`src/rtl/exc_pkg.sv`:
```
// Shared types and constants for the exception sequencer.
// Holds the sequencer state encoding, trap cause codes and default handler/depth values.
package exc_pkg;

  typedef enum logic [2:0] {
    ST_IDLE,
    ST_CHECK,
    ST_COMMIT,
    ST_T_RDR,
    ST_E_OP,
    ST_E_RDR
  } state_t;

  localparam logic [4:0]  CAUSE_SYSCALL    = 5'b01000;
  localparam logic [4:0]  CAUSE_BREAK      = 5'b01001;
  localparam logic [4:0]  CAUSE_TEQ        = 5'b01101;
  localparam logic [31:0] DEF_HANDLER_ADDR = 32'h0000_0004;
  localparam int          DEF_MAX_DEPTH    = 6;

endpackage

```
`src/rtl/exc_depth_ctr.sv`:
```
// Saturating up/down counter with full/empty flags.
// Tracks trap nesting depth and doubles as the optional statistics counter.
module exc_depth_ctr #(
  parameter int unsigned    W   = 3,
  parameter logic [W-1:0]   MAX = '1
) (
  input  logic         clk,
  input  logic         rst,
  input  logic         i_inc,
  input  logic         i_dec,
  output logic [W-1:0] o_cnt,
  output logic         o_full,
  output logic         o_empty
);

  logic [W-1:0] r_cnt;

  always_ff @(posedge clk or negedge rst) begin
    if (!rst) begin
      r_cnt <= '0;
    end else if (i_inc && !i_dec && !o_full) begin
      r_cnt <= r_cnt + W'(1);
    end else if (i_dec && !i_inc && !o_empty) begin
      r_cnt <= r_cnt - W'(1);
    end
  end

  assign o_cnt   = r_cnt;
  assign o_full  = (r_cnt == MAX);
  assign o_empty = (r_cnt == '0);

endmodule

```
`src/rtl/exc_seq.sv`:
```
// Exception sequencer between decode/PC and CP0: sequences trap commit and ERET, redirects the PC.
// Optional statistics counters (taken_cnt/drop_cnt) are enabled by defining EXC_SEQ_STATS_EN.
module exc_seq
  import exc_pkg::*;
#(
  parameter logic [31:0] HANDLER_ADDR = DEF_HANDLER_ADDR,
  parameter int          MAX_DEPTH    = DEF_MAX_DEPTH,
  parameter int          CNT_W        = 16
) (
  input  logic              clk,
  input  logic              rst,
  input  logic              trap_req,
  input  logic [4:0]        trap_cause,
  input  logic [31:0]       trap_pc,
  input  logic              eret_req,
  input  logic              cp0_exc_valid,
  input  logic [31:0]       cp0_exc_addr,
  output logic              cp0_exception,
  output logic [4:0]        cp0_cause,
  output logic              cp0_must_exc,
  output logic              cp0_eret,
  output logic [31:0]       cp0_pc,
  output logic              stall,
  output logic              pc_redirect,
  output logic [31:0]       redirect_pc,
  output logic              trap_ack,
  output logic              trap_drop,
  output logic              eret_ack,
  output logic [2:0]        depth
`ifdef EXC_SEQ_STATS_EN
  ,
  output logic [CNT_W-1:0]  taken_cnt,
  output logic [CNT_W-1:0]  drop_cnt
`endif
);

  state_t      r_state;
  state_t      w_next;
  logic [4:0]  r_cause;
  logic [31:0] r_pc;
  logic        w_latch;
  logic        w_inc;
  logic        w_dec;
  logic        w_full;
  logic        w_empty;

  exc_depth_ctr #(
    .W   (3),
    .MAX (3'(MAX_DEPTH))
  ) u_depth (
    .clk     (clk),
    .rst     (rst),
    .i_inc   (w_inc),
    .i_dec   (w_dec),
    .o_cnt   (depth),
    .o_full  (w_full),
    .o_empty (w_empty)
  );

  // The PC is stored pre-incremented so CP0, which records cp0_pc-4, ends up with the trapping PC.
  always_ff @(posedge clk or negedge rst) begin
    if (!rst) begin
      r_state <= ST_IDLE;
      r_cause <= '0;
      r_pc    <= '0;
    end else begin
      r_state <= w_next;
      if (w_latch) begin
        r_cause <= trap_cause;
        r_pc    <= trap_pc + 32'd4;
      end
    end
  end

  assign cp0_cause = r_cause;
  assign cp0_pc    = r_pc;

  always_comb begin
    w_next        = r_state;
    w_latch       = 1'b0;
    w_inc         = 1'b0;
    w_dec         = 1'b0;
    stall         = (r_state != ST_IDLE);
    cp0_exception = 1'b0;
    cp0_must_exc  = 1'b0;
    cp0_eret      = 1'b0;
    pc_redirect   = 1'b0;
    redirect_pc   = '0;
    trap_ack      = 1'b0;
    trap_drop     = 1'b0;
    eret_ack      = 1'b0;
    unique case (r_state)
      ST_IDLE: begin
        // ERET wins over a simultaneous trap; the trap stays pending on its held request.
        if (eret_req) begin
          if (!w_empty) w_next = ST_E_OP;
          else          eret_ack = 1'b1;
        end else if (trap_req) begin
          w_latch = 1'b1;
          w_next  = ST_CHECK;
        end
      end
      ST_CHECK: begin
        cp0_exception = 1'b1;
        if (cp0_exc_valid && !w_full) begin
          w_next = ST_COMMIT;
        end else begin
          trap_ack  = 1'b1;
          trap_drop = 1'b1;
          w_next    = ST_IDLE;
        end
      end
      ST_COMMIT: begin
        cp0_must_exc = 1'b1;
        w_next       = ST_T_RDR;
      end
      ST_T_RDR: begin
        pc_redirect = 1'b1;
        redirect_pc = HANDLER_ADDR;
        trap_ack    = 1'b1;
        w_inc       = 1'b1;
        w_next      = ST_IDLE;
      end
      ST_E_OP: begin
        cp0_eret = 1'b1;
        w_next   = ST_E_RDR;
      end
      ST_E_RDR: begin
        pc_redirect = 1'b1;
        redirect_pc = cp0_exc_addr + 32'd4;
        eret_ack    = 1'b1;
        w_dec       = 1'b1;
        w_next      = ST_IDLE;
      end
      default: w_next = ST_IDLE;
    endcase
  end

`ifdef EXC_SEQ_STATS_EN
  logic w_takenFull;
  logic w_takenEmpty;
  logic w_dropFull;
  logic w_dropEmpty;

  exc_depth_ctr #(.W(CNT_W)) u_takenCnt (
    .clk     (clk),
    .rst     (rst),
    .i_inc   (w_inc),
    .i_dec   (1'b0),
    .o_cnt   (taken_cnt),
    .o_full  (w_takenFull),
    .o_empty (w_takenEmpty)
  );

  exc_depth_ctr #(.W(CNT_W)) u_dropCnt (
    .clk     (clk),
    .rst     (rst),
    .i_inc   (trap_drop),
    .i_dec   (1'b0),
    .o_cnt   (drop_cnt),
    .o_full  (w_dropFull),
    .o_empty (w_dropEmpty)
  );
`else
  // Statistics counters are not built.
`endif

endmodule

```
`config.mk`:
```
export PLATFORM = sky130hd
export DESIGN_NAME = exc_seq
export DESIGN_NICKNAME = d
export VERILOG_FILES = /design/src/rtl/exc_pkg.sv /design/src/rtl/exc_depth_ctr.sv /design/src/rtl/exc_seq.sv
export SDC_FILE = /design/constraint.sdc
export NUM_CORES = 1
export LEC_CHECK = 0
export ABC_CLOCK_PERIOD_IN_PS = 2500
export CAP_MARGIN = 20
export CORE_UTILIZATION = 41
export CTS_CLUSTER_DIAMETER = 40
export DETAILED_ROUTE_END_ITERATION = 10
export PLACE_DENSITY = 0.84
export RECOVER_POWER = 25
export SLEW_MARGIN = 10
export SYNTH_ARGS = -nofsm -noshare
export SYNTH_HDL_FRONTEND = slang
export SYNTH_SLANG_ARGS = --single-unit
```
`constraint.sdc`:
```
create_clock -name clk -period 2.5 [get_ports clk]
set_input_delay 0.375 -clock clk [delete_from_list [all_inputs] [get_ports clk]]
set_output_delay 0.375 -clock clk [all_outputs]
set_load 0.02 [all_outputs]
```
==> flow_metrics.tcl <==
set metrics [dict create \
    critPathLaunchType "input port" \
    drv_slew 0 \
    worst-path-buf-inv 2 \
    path_max_fanout 6 \
    antenna_left 0 \
    hold_class "input port to async pin" \
    crit_path_max_incr_delay_ns 0.56 \
    synth_ff_type "dfrtp_1" \
    cts_tree "yes" \
    fp.dieArea_um2 7733 \
    synthTopCellsByArea "dfrtp_1 (36%), xor2_1 (7.8%), o21ai_0 (6.6%), nand2_1 (6.2%), xnor2_1 (5.8%)" \
    critical_path_class "input port to output pin" \
    die_w_um 87.94 \
    root_buffer "clkbuf_8" \
    initial_core_util_pct 43.60 \
    layout_min_cycle_time_ns 2.475 \
    grt_use_total_pct 26.10 \
    insertion_delay_ns 0.30 \
    dp_hpwl_mm 7.823 \
    antenna_found_initial 0 \
    htreeDepth 2 \
    met2_usage_pct 49.26 \
    whs_ns 0.2591 \
    rsz0062_at_grt "yes" \
    post_dp_cell_area_um2 4981 \
    syn2layout_area_growth_pct 72.40 \
    pin_count 154 \
    avgViaCountPerCell 5.278 \
    finalSetupViolations 0 \
    fillers 521 \
    synth-seq-area-share_pct 35.54 \
    cts_buffer_depth 2 \
    routedWlPerCell_um 15.59 \
    crit_family "simple AND/OR/NAND/NOR gates" \
    drive_gt1_share_pct 22.01 \
    cts_made_buffers 5 \
    postSynthAreaPerCell_um2 8.206 \
    drt_first_iter_violations 132 \
    grt_pass1_vias 3475 \
    max_freq_mhz 404.1 \
    num_vias 3510 \
    skew_ns 0.01109 \
    timing.slew.headroom_pct 27.14 \
    grt.met1_usage_pct 29.08 \
    yosysWarnings 0 \
    critPathArrivalTime_ns 2.10 \
    pre_cts_slack_ns -0.8213 \
    netlist.area_leader.share_pct 35.54 \
    grt_pass1_wl_mm 15.82 \
    syn_nets 446 \
    core.rowCount 30 \
    synthMostInstantiatedCell "nand2_1" \
    crit_chain "clkdlybuf4s15_2 > ha_4 > nand3_2 > or4_4 > or3_1 > a21oi_1 > buf_4" \
    nNetsFinal 644 \
    wl_mm 10.37 \
    top_usage_layer "met2" \
    final_cell_area_um2 5220 \
    max-vdd-ir-drop_v 0.0006176 \
    power_density_nw_per_um2 782.8 \
    post-route-period-util_pct 98.99 \
    grt_max_degree 68 \
    cts_sinks 43 \
    synth-seq-cells 43 \
    outcome "finished clean" \
    syn_area_um2 3028 \
    overflow 0 \
    drc 0 \
    port_buffers 153 \
    path_clk_slew_ns 0.09 \
    syn_inst 369 \
    synth_async_sr_flop_share_pct 100.0 \
    end_kind "output pin" \
    gp_congestion 0.8475 \
    grt_util_met3_pct 4.807 \
    worst_pin_slew_ns 1.093 \
    coreArea_um2 6944 \
    synth.largest_area_cell "dfrtp_1" \
    first_pass_iters 4 \
    cp.required_ns 2.12 \
    cp_slowest_cell "or4_4" \
    synth-edff-count 0 \
    die_h_um 87.94 \
    hold_viol 0 \
    total_leakage_power_nw 2.273 \
    synth_cell_types 40 \
    maxCapViolations 0 \
    setup_ws_ns 0.02535 \
    synth_commonest_cells "nand2_1 (50), dfrtp_1 (43), o21ai_0 (40), nor2_1 (34), xor2_1 (27)" \
]
==> placed cells by master, fill, tap and decap left out, types with 3 or more instances in the layout <==
master           Yosys  routed
clkdlybuf4s50_1      0     103
buf_4                0      62
nand2_1             50      47
o21ai_0             40      40
dfrtp_1             43      40
nor2_1              34      33
xor2_1              27      27
dlygate4sd2_1        0      23
nand4_1             22      22
xnor2_1             20      20
nand3_1             16      14
and3_1              11       9
a21oi_1             12       9
nor3_1              10       9
inv_1                8       8
or3_1                8       8
mux2_2               8       8
dlymetal6s2s_1       0       6
clkbuf_8             0       5
buf_2                0       5
and2_1               4       4
clkbuf_2             0       4
nand3_2              1       3
nand2_2              0       3
a211oi_1             3       3
clkdlybuf4s15_2      0       3
clkdlybuf4s15_1      0       3
dfrtp_2              0       3
==> state kept, by name, indices dropped and copies added, names as in the netlist <==
signal and flops:
cp0_cause 5, cp0_pc 32, r_state 3, u_depth.o_cnt 3
==> where the power goes <==
part | total (mW) | internal [mW] | leakage (nW) | switching (mW)
Clock | 0.662 | 0.405 | 0.0703 | 0.256
Combinational | 2.23 | 1.07 | 1.67 | 1.16
Sequential | 1.19 | 1.01 | 0.532 | 0.184
==> timing repair <==
action / in CTS / in global routing
endpoints found under the hold margin: 0 / 0
resized for setup: 103 / 27
pin swaps: 13 / 6
endpoints found under the setup margin: 26 / 21
hold buffers: 0 / 0
setup buffers: 4 / 2
==> cell type report <==
cell class	count	area, um2	share of cell area [%]
Multi-Input combinational cell	299	1954	37.44
Timing Repair Buffer	210	1893	36.27
Sequential cell	43	1080	20.69
Tap cell	96	120.1	2.301
Clock inverter	3	71.32	1.366
Clock buffer	5	68.82	1.318
Inverter	8	30.03	0.5753
Antenna cell	1	2.502	0.04794
==> worst reg2reg max path, cell delays in order, from the launching register on <==
cell and delay (ns):
dfrtp_1 0.39, buf_4 0.16, and3b_1 0.39, o21ai_0 0.18, fa_1 0.55, nor2_1 0.06, nor2_1 0.12, nor2_1 0.05
nor3_1 0.21
==> kinds of logic (layout without fill, tap and decap cells) <==
group	count (synthesis)	after routing	share of synthesized area [%]
AO/OA/AOI/OAI	61	61	10.87
buffers and inverters	27	226	3.595
AND/OR/NAND/NOR	180	180	31.94
flip-flops	43	43	35.54
multiplexers	8	8	2.975
adder cells (fa/ha/maj)	3	3	1.487
other	0	1	0
XOR/XNOR	47	47	13.60
==> per-layer routing <==
metal  wire length [um]  vias to the layer above
met1               4007                     1659
li1                   -                     1695
met3                723                       21
met2               5387                      135
met4                248                        0
met5                  0                        -
==> metrics by stage <==
stage	instances	setup TNS, ns	util [%]	total power, mW
3_5_place_dp	650	-13.92	71.73	3.434
3_3_place_gp	650	-12.86	71.73	3.364
4_1_cts	662	-0.01783	74.32	4.097
5_1_grt	664	-0.03419	75.14	4.307
2_1_floorplan	369	0	-	2.268
6_report	665	0	75.17	4.086
==> path summary, 6_finish.rpt <==
kind / end / startpoint / slack [ns] / cells past startpoint
max in group asynchronous: u_depth.o_cnt[0] / rst / 1.51 / 1
setup reg to reg: u_depth.o_cnt[1] / r_state[2] / 0.29 / 8
setup / recovery: redirect_pc[16] / cp0_exc_addr[3] / 0.03 / 7
hold reg to reg: cp0_pc[20] / cp0_pc[20] / 0.49 / 2
min in group clk: cp0_pc[20] / cp0_pc[20] / 0.49 / 2
hold / removal: cp0_pc[6] / rst / 0.26 / 1
Power figures use the tool's default switching activity.
